### src/rtl/sigmoid_share_arbiter_if.sv
// Bundle between the neuron requesters, the sigmoid arbiter and the shared activation unit.
// The arbiter takes the slave view; requesters/activation unit take the master view.
interface sigmoid_share_arbiter_if #(
  parameter int unsigned NUM_REQ    = 4,
  parameter int unsigned DATA_WIDTH = 16
);
  logic [NUM_REQ-1:0]            req_valid;
  logic [NUM_REQ-1:0]            req_ready;
  logic [NUM_REQ*DATA_WIDTH-1:0] req_data;
  logic [DATA_WIDTH-1:0]         act_x;
  logic                          act_en;
  logic [DATA_WIDTH-1:0]         act_y;
  logic [NUM_REQ-1:0]            rsp_valid;
  logic [NUM_REQ-1:0]            rsp_ready;
  logic [NUM_REQ*DATA_WIDTH-1:0] rsp_data;
  logic                          busy;

  modport slave (
    input  req_valid, req_data, act_y, rsp_ready,
    output req_ready, act_x, act_en, rsp_valid, rsp_data, busy
  );

  modport master (
    output req_valid, req_data, act_y, rsp_ready,
    input  req_ready, act_x, act_en, rsp_valid, rsp_data, busy
  );
endinterface

### src/rtl/sigmoid_share_arbiter.sv
// Round-robin share of one pipelined sigmoid unit among NUM_REQ requesters, with a tag
// pipeline matching the unit latency and a one-entry response buffer per requester.
module sigmoid_share_arbiter #(
  parameter int unsigned NUM_REQ     = 4,
  parameter int unsigned DATA_WIDTH  = 16,
  parameter int unsigned ACT_LATENCY = 3
) (
  input logic                   clk,
  input logic                   reset,
  sigmoid_share_arbiter_if.slave bus
);
  localparam int unsigned IdxW = $clog2(NUM_REQ);
  typedef logic [IdxW-1:0] idx_t;

  logic [NUM_REQ-1:0]            pending_q, pending_d;
  logic [NUM_REQ-1:0]            rsp_valid_q, rsp_valid_d;
  logic [NUM_REQ*DATA_WIDTH-1:0] rsp_data_q, rsp_data_d;
  logic [DATA_WIDTH-1:0]         act_x_q, act_x_d;
  logic                          act_en_q, act_en_d;
  idx_t                          ptr_q, ptr_d;
  logic [ACT_LATENCY-1:0]        tag_vld_q, tag_vld_d;
  idx_t                          tag_id_q [ACT_LATENCY];
  idx_t                          tag_id_d [ACT_LATENCY];

  logic [NUM_REQ-1:0] elig, grant, rsp_hs, rsp_wr;
  logic               grant_vld;
  idx_t               grant_idx;
  logic               res_vld;
  idx_t               res_id;

  // Search ptr, ptr+1, ... (mod NUM_REQ) for the first eligible requester.
  always_comb begin
    logic [IdxW:0] cand;
    elig      = bus.req_valid & ~pending_q;
    grant     = '0;
    grant_vld = 1'b0;
    grant_idx = ptr_q;
    cand      = '0;
    for (int unsigned off = 0; off < NUM_REQ; off++) begin
      cand = {1'b0, ptr_q} + (IdxW+1)'(off);
      if (cand >= (IdxW+1)'(NUM_REQ)) begin
        cand = cand - (IdxW+1)'(NUM_REQ);
      end
      if (!grant_vld && elig[cand[IdxW-1:0]]) begin
        grant_vld = 1'b1;
        grant_idx = cand[IdxW-1:0];
      end
    end
    if (grant_vld) begin
      grant[grant_idx] = 1'b1;
    end
  end

  always_comb begin
    ptr_d = ptr_q;
    if (grant_vld) begin
      if (grant_idx == idx_t'(NUM_REQ - 1)) begin
        ptr_d = '0;
      end else begin
        ptr_d = grant_idx + idx_t'(1);
      end
    end
  end

  always_comb begin
    act_en_d = grant_vld;
    act_x_d  = act_x_q;
    if (grant_vld) begin
      act_x_d = bus.req_data[grant_idx*DATA_WIDTH +: DATA_WIDTH];
    end
  end

  // Tag for an issue at edge E reaches the last stage so it is consumed at edge E+ACT_LATENCY.
  always_comb begin
    tag_vld_d[0] = grant_vld;
    tag_id_d[0]  = grant_idx;
    for (int unsigned k = 1; k < ACT_LATENCY; k++) begin
      tag_vld_d[k] = tag_vld_q[k-1];
      tag_id_d[k]  = tag_id_q[k-1];
    end
  end

  assign res_vld = tag_vld_q[ACT_LATENCY-1];
  assign res_id  = tag_id_q[ACT_LATENCY-1];

  always_comb begin
    rsp_hs     = rsp_valid_q & bus.rsp_ready;
    rsp_wr     = '0;
    rsp_data_d = rsp_data_q;
    if (res_vld) begin
      rsp_wr[res_id]                               = 1'b1;
      rsp_data_d[res_id*DATA_WIDTH +: DATA_WIDTH] = bus.act_y;
    end
    // A requester never has two operations outstanding, so set/clear never hit the same bit.
    pending_d   = (pending_q & ~rsp_hs) | grant;
    rsp_valid_d = (rsp_valid_q & ~rsp_hs) | rsp_wr;
  end

  always_ff @(posedge clk) begin
    if (reset) begin
      pending_q   <= '0;
      rsp_valid_q <= '0;
      rsp_data_q  <= '0;
      act_x_q     <= '0;
      act_en_q    <= 1'b0;
      ptr_q       <= '0;
      tag_vld_q   <= '0;
      for (int unsigned k = 0; k < ACT_LATENCY; k++) begin
        tag_id_q[k] <= '0;
      end
    end else begin
      pending_q   <= pending_d;
      rsp_valid_q <= rsp_valid_d;
      rsp_data_q  <= rsp_data_d;
      act_x_q     <= act_x_d;
      act_en_q    <= act_en_d;
      ptr_q       <= ptr_d;
      tag_vld_q   <= tag_vld_d;
      for (int unsigned k = 0; k < ACT_LATENCY; k++) begin
        tag_id_q[k] <= tag_id_d[k];
      end
    end
  end

  assign bus.req_ready = grant;
  assign bus.act_x     = act_x_q;
  assign bus.act_en    = act_en_q;
  assign bus.rsp_valid = rsp_valid_q;
  assign bus.rsp_data  = rsp_data_q;
  assign bus.busy      = |pending_q;

endmodule

### src/flat_wrapper.sv
// flat-port wrapper written by rule: the top's interface ports become plain ports
module sigmoid_share_arbiter_flat 
#(
  parameter int unsigned NUM_REQ     = 4,
  parameter int unsigned DATA_WIDTH  = 16,
  parameter int unsigned ACT_LATENCY = 3
)
  (clk, reset, bus_req_valid, bus_req_data, bus_act_y, bus_rsp_ready, bus_req_ready, bus_act_x, bus_act_en, bus_rsp_valid, bus_rsp_data, bus_busy);
  sigmoid_share_arbiter_if #(.NUM_REQ(NUM_REQ), .DATA_WIDTH(DATA_WIDTH)) bus_i ();
  input logic clk;
  input logic reset;
  input wire logic [$bits(bus_i.req_valid)-1:0] bus_req_valid;
  input wire logic [$bits(bus_i.req_data)-1:0] bus_req_data;
  input wire logic [$bits(bus_i.act_y)-1:0] bus_act_y;
  input wire logic [$bits(bus_i.rsp_ready)-1:0] bus_rsp_ready;
  output wire logic [$bits(bus_i.req_ready)-1:0] bus_req_ready;
  output wire logic [$bits(bus_i.act_x)-1:0] bus_act_x;
  output wire logic [$bits(bus_i.act_en)-1:0] bus_act_en;
  output wire logic [$bits(bus_i.rsp_valid)-1:0] bus_rsp_valid;
  output wire logic [$bits(bus_i.rsp_data)-1:0] bus_rsp_data;
  output wire logic [$bits(bus_i.busy)-1:0] bus_busy;
  assign bus_i.req_valid = bus_req_valid;
  assign bus_i.req_data = bus_req_data;
  assign bus_i.act_y = bus_act_y;
  assign bus_i.rsp_ready = bus_rsp_ready;
  assign bus_req_ready = bus_i.req_ready;
  assign bus_act_x = bus_i.act_x;
  assign bus_act_en = bus_i.act_en;
  assign bus_rsp_valid = bus_i.rsp_valid;
  assign bus_rsp_data = bus_i.rsp_data;
  assign bus_busy = bus_i.busy;
  sigmoid_share_arbiter #(.NUM_REQ(NUM_REQ), .DATA_WIDTH(DATA_WIDTH), .ACT_LATENCY(ACT_LATENCY)) u_core (.clk(clk), .reset(reset), .bus(bus_i));
endmodule
### config.mk
export PLATFORM = sky130hd
export DESIGN_NAME = sigmoid_share_arbiter_flat
export DESIGN_NICKNAME = d
export VERILOG_FILES = /design/src/rtl/sigmoid_share_arbiter_if.sv /design/src/rtl/sigmoid_share_arbiter.sv /design/src/flat_wrapper.sv
export SDC_FILE = /design/constraint.sdc
export NUM_CORES = 1
export LEC_CHECK = 0
export ABC_AREA = 1
export ABC_CLOCK_PERIOD_IN_PS = 2500
export BUFFER_PORTS_ARGS = -buffer_cell sky130_fd_sc_hd__clkbuf_2
export CORE_MARGIN = 2
export CORE_UTILIZATION = 36
export DETAILED_ROUTE_END_ITERATION = 10
export GPL_ROUTABILITY_DRIVEN = 0
export GPL_TIMING_DRIVEN = 0
export HOLD_SLACK_MARGIN = 0.02
export SETUP_SLACK_MARGIN = 0.2
export SLEW_MARGIN = 20
export SYNTH_ARGS = -nofsm -noshare
export SYNTH_HDL_FRONTEND = slang
export SYNTH_SLANG_ARGS = --single-unit
### constraint.sdc
create_clock -name clk -period 2.5 [get_ports clk]
set_input_delay 0.125 -clock clk [delete_from_list [all_inputs] [get_ports clk]]
set_output_delay 0.125 -clock clk [all_outputs]
set_load 0.005 [all_outputs]
==> results.py <==
metrics = {
    "outcome": {
        "outcome": "complete, no violations",
    },
    "detailed_routing": {
        "wire_per_inst_um": 14.0,
        "drt_wl_total_um": 14800,
        "drtIter0Drc": 292,
        "drc": 0,
        "dr.pass1.iters": 5,
        "ant_nets": 0,
        "vias": 5012,
        "drt-vias-per-instance": 4.74,
    },
    "worst_hold_path": {
        "min_path_cells": 3,
        "hold_path_class": "input port to flip-flop",
    },
    "die": {
        "die_w_um": 120,
        "dieArea_um2": 14500,
        "ioPinCount": 180,
        "start_util_pct": 36.9,
        "core_um2": 13200,
        "num_rows": 42,
        "fp.dieH_um": 120,
    },
    "yosys": {
        "synthMuxAreaShare_pct": 0,
        "synthArstFlopShare_pct": 0,
        "syn_avg_cell_area_um2": 7.32,
        "synth_compound_area_share_pct": 10.6,
        "synth_warnings": 0,
        "synthSimpleGateAreaFrac_pct": 38.0,
        "synth_fa_ha_area_share_pct": 1.54,
        "ys_ff_latch": 99,
        "syn_inst": 667,
        "synth-xor-area-share_pct": 0,
        "synth_top_family_by_area": "simple AND/OR/NAND/NOR gates",
        "ys_seq_area_share_pct": 40.6,
        "synth.distinct_cells": 32,
        "syn_area_um2": 4880,
        "synth_edf_count": 0,
        "synth_flop_cell": "dfxtp_1",
        "synth_nets": 763,
    },
    "sta": {
        "rsz0062_at_grt": "yes",
        "worstMarginPinSlew_ns": 0.748,
        "finalClockSkew_ns": 0.0128,
        "final_hold_viol_count": 0,
        "max_freq_mhz": 430,
        "fin_crit_sh_pct": 93.1,
        "setup_viol": 0,
        "relSlewSlack_pct": 49.8,
        "finalSetupTns_ns": 0,
        "worst_slack_ns": 0.172,
        "period_minus_slack_ns": 2.33,
        "slew_violations": 0,
    },
    "cells_and_area": {
        "syn_to_final_growth_pct": 35.3,
        "drive_gt1_share_pct": 33.1,
        "final_cells": 1058,
        "nets": 973,
        "nFillCells": 1385,
        "utilization_pct": 49.9,
        "diodes": 0,
    },
    "clock_network": {
        "clock-sinks": 99,
        "tritoncts": "yes",
        "cts_hold_buf": 0,
        "ctsRootBufferMaster": "clkbuf_16",
        "cts_made_buffers": 9,
        "clk_pin_slew_ns": 0.08,
        "cts_buffer_depth": 2,
        "h-tree-depth": 3,
        "insertion_delay_ns": 0.35,
    },
    "setup_path": {
        "reg2reg_slack_ns": 0.26,
        "cp-end-kind": "primary output",
        "cpMostUsedCell": "nand2_4",
        "crit_chain": "buf_12 -> nand2_2 -> nand2_4 -> nand3_4 -> nand2_4 -> nand2_4 -> nor2_8 -> nand3_4 -> nand2_4 -> buf_6 -> ha_1 -> inv_2 -> nor2_2 -> clkbuf_2",
        "crit_slowest_cell": "dfxtp_4",
        "cp-start-kind": "flip-flop",
        "slowest_delay_ns": 0.38,
        "crit_required_ns": 2.38,
        "path_max_fanout": 7,
        "r2r_cells": 17,
        "worstPathArrival_ns": 2.20,
        "path_class": "flip-flop to primary output",
    },
    "grt": {
        "antenna_found_initial": 0,
        "grt_pass1_vias": 4577,
        "grt_max_degree": 19,
        "grt_usage_pct": 20.1,
        "grt_pass1_wl_um": 23200,
        "gr-total-overflow": 0,
    },
    "power_and_ir_drop": {
        "vdd_ir_drop_max_mv": 1.09,
        "powerDensity_nw_per_um2": 1180,
        "finalPower_mw": 7.79,
        "p_leak_nw": 3.20,
    },
    "placement": {
        "io_buffer_count": 179,
        "place_ws_ns": 0.0806,
        "dp_hpwl_um": 11400,
        "place_inst": 1022,
    },
    "job": {
        "maxCapViolations": 0,
    },
}
-- state kept, by name, summed over array words and instances, names as in the netlist --
| register | cells |
|---|---|
| u_core.bus.rsp_data | 64 |
| u_core.bus.act_x | 16 |
| u_core.tag_id_q | 6 |
| u_core.bus.rsp_valid | 4 |
| u_core.pending_q | 4 |
| u_core.tag_vld_q | 3 |
| u_core.ptr_q | 2 |
-- final timing paths --
path	startpoint	endpoint
worst max-delay path	u_core.ptr_q[0]$_SDFFE_PP0P_	bus_req_ready[3]
worst min-delay path	bus_act_y[8]	u_core.bus.rsp_data[40]$_SDFFE_PP0P_
worst max register to register	u_core.ptr_q[0]$_SDFFE_PP0P_	u_core.pending_q[3]$_SDFF_PP0_
worst min register to register	u_core.tag_id_q[0][2]$_SDFF_PP0_	u_core.tag_id_q[0][4]$_SDFF_PP0_
-- cells in the final DEF, fill, tap and decap left out, types with 2 or more instances in the layout --
| master | n |
|---|---|
| nor2_1 | 79 |
| inv_8 | 2 |
| buf_2 | 3 |
| o21ai_0 | 17 |
| inv_6 | 3 |
| clkbuf_1 | 21 |
| buf_6 | 7 |
| dfxtp_1 | 97 |
| nand3_1 | 7 |
| clkbuf_8 | 2 |
| nand2_1 | 182 |
| clkbuf_16 | 9 |
| buf_8 | 3 |
| nand3_4 | 9 |
| inv_1 | 39 |
| clkinv_4 | 3 |
| nand2b_1 | 5 |
| inv_2 | 3 |
| nand4_1 | 51 |
| clkbuf_2 | 181 |
| or2_1 | 10 |
| buf_12 | 4 |
| or2_2 | 2 |
| ha_1 | 6 |
| buf_4 | 19 |
| a22oi_1 | 22 |
| nand2_4 | 11 |
| nand3_2 | 9 |
| a21oi_1 | 52 |
| nand2_2 | 14 |
-- worst max-delay path: cells and delay by family, from the launching register on --
kind	cells	cell delay [ns]
AND/OR/NAND/NOR	9	0.89
buffers and inverters	4	0.42
flip-flops	1	0.38
adder cells (fa/ha/maj)	1	0.15
-- cell type report --
cell class,count,area [µm²],share of cell area (%)
timing repair buffer,199,1070,16.2
multi-input combinational,482,2560,38.7
buffer,42,310,4.70
tap,176,220,3.33
inverter,44,175,2.65
clock inverter,6,57.6,0.871
clock buffer,10,229,3.47
sequential,99,1990,30.1
-- logic make-up after synthesis --
logic type,Yosys count
AND/OR/NAND/NOR,384
AO/OA/AOI/OAI,92
buffers and inverters,86
flip-flops,99
adder cells (fa/ha/maj),6
-- cell usage after synthesis (12+ instances only) --
cell / instances / area [µm²]
nand2_1: 185 / 694
inv_1: 42 / 158
nand2_2: 12 / 75.1
o21ai_0: 17 / 85.1
a21oi_1: 53 / 265
a22oi_1: 22 / 165
nand4_1: 51 / 319
nor2_1: 80 / 300
dfxtp_1: 99 / 1980
nand3_1: 14 / 70.1
clkbuf_1: 22 / 82.6
-- through the flow --
step                      hold slack [ns]  cell area (µm²)
after CTS                          0.0433             6390
final                              0.0467             6610
after detailed placement            0.393             6000
after global routing               0.0488             6610
after global placement              0.390             6000
after floorplan                     0.274             4880
-- routing by layer --
layer,track usage (%),vias up,part of all wire (%),wire length (µm)
li1,-,2610,-,-
met1,26.2,2235,45,6700
met2,33.5,153,47,6960
met3,4.20,14,6.4,947
met4,6.10,0,1.4,207
met5,0,-,0,0
-- report_power, final --
part	leakage (nW)	switching (mW)	total, mW	internal [mW]
combinational	2.26	2.63	4.55	1.92
clock	0.141	0.651	1.35	0.699
sequential	0.806	0.108	1.89	1.78
total	3.20	3.39	7.79	4.40
-- repair_timing --
action	in CTS	in global routing
gates resized for setup	8	31
buffers inserted	10	10
setup endpoints to repair	30	46
pin swaps	6	10
Note: power is estimated with default switching activity, not from simulation.
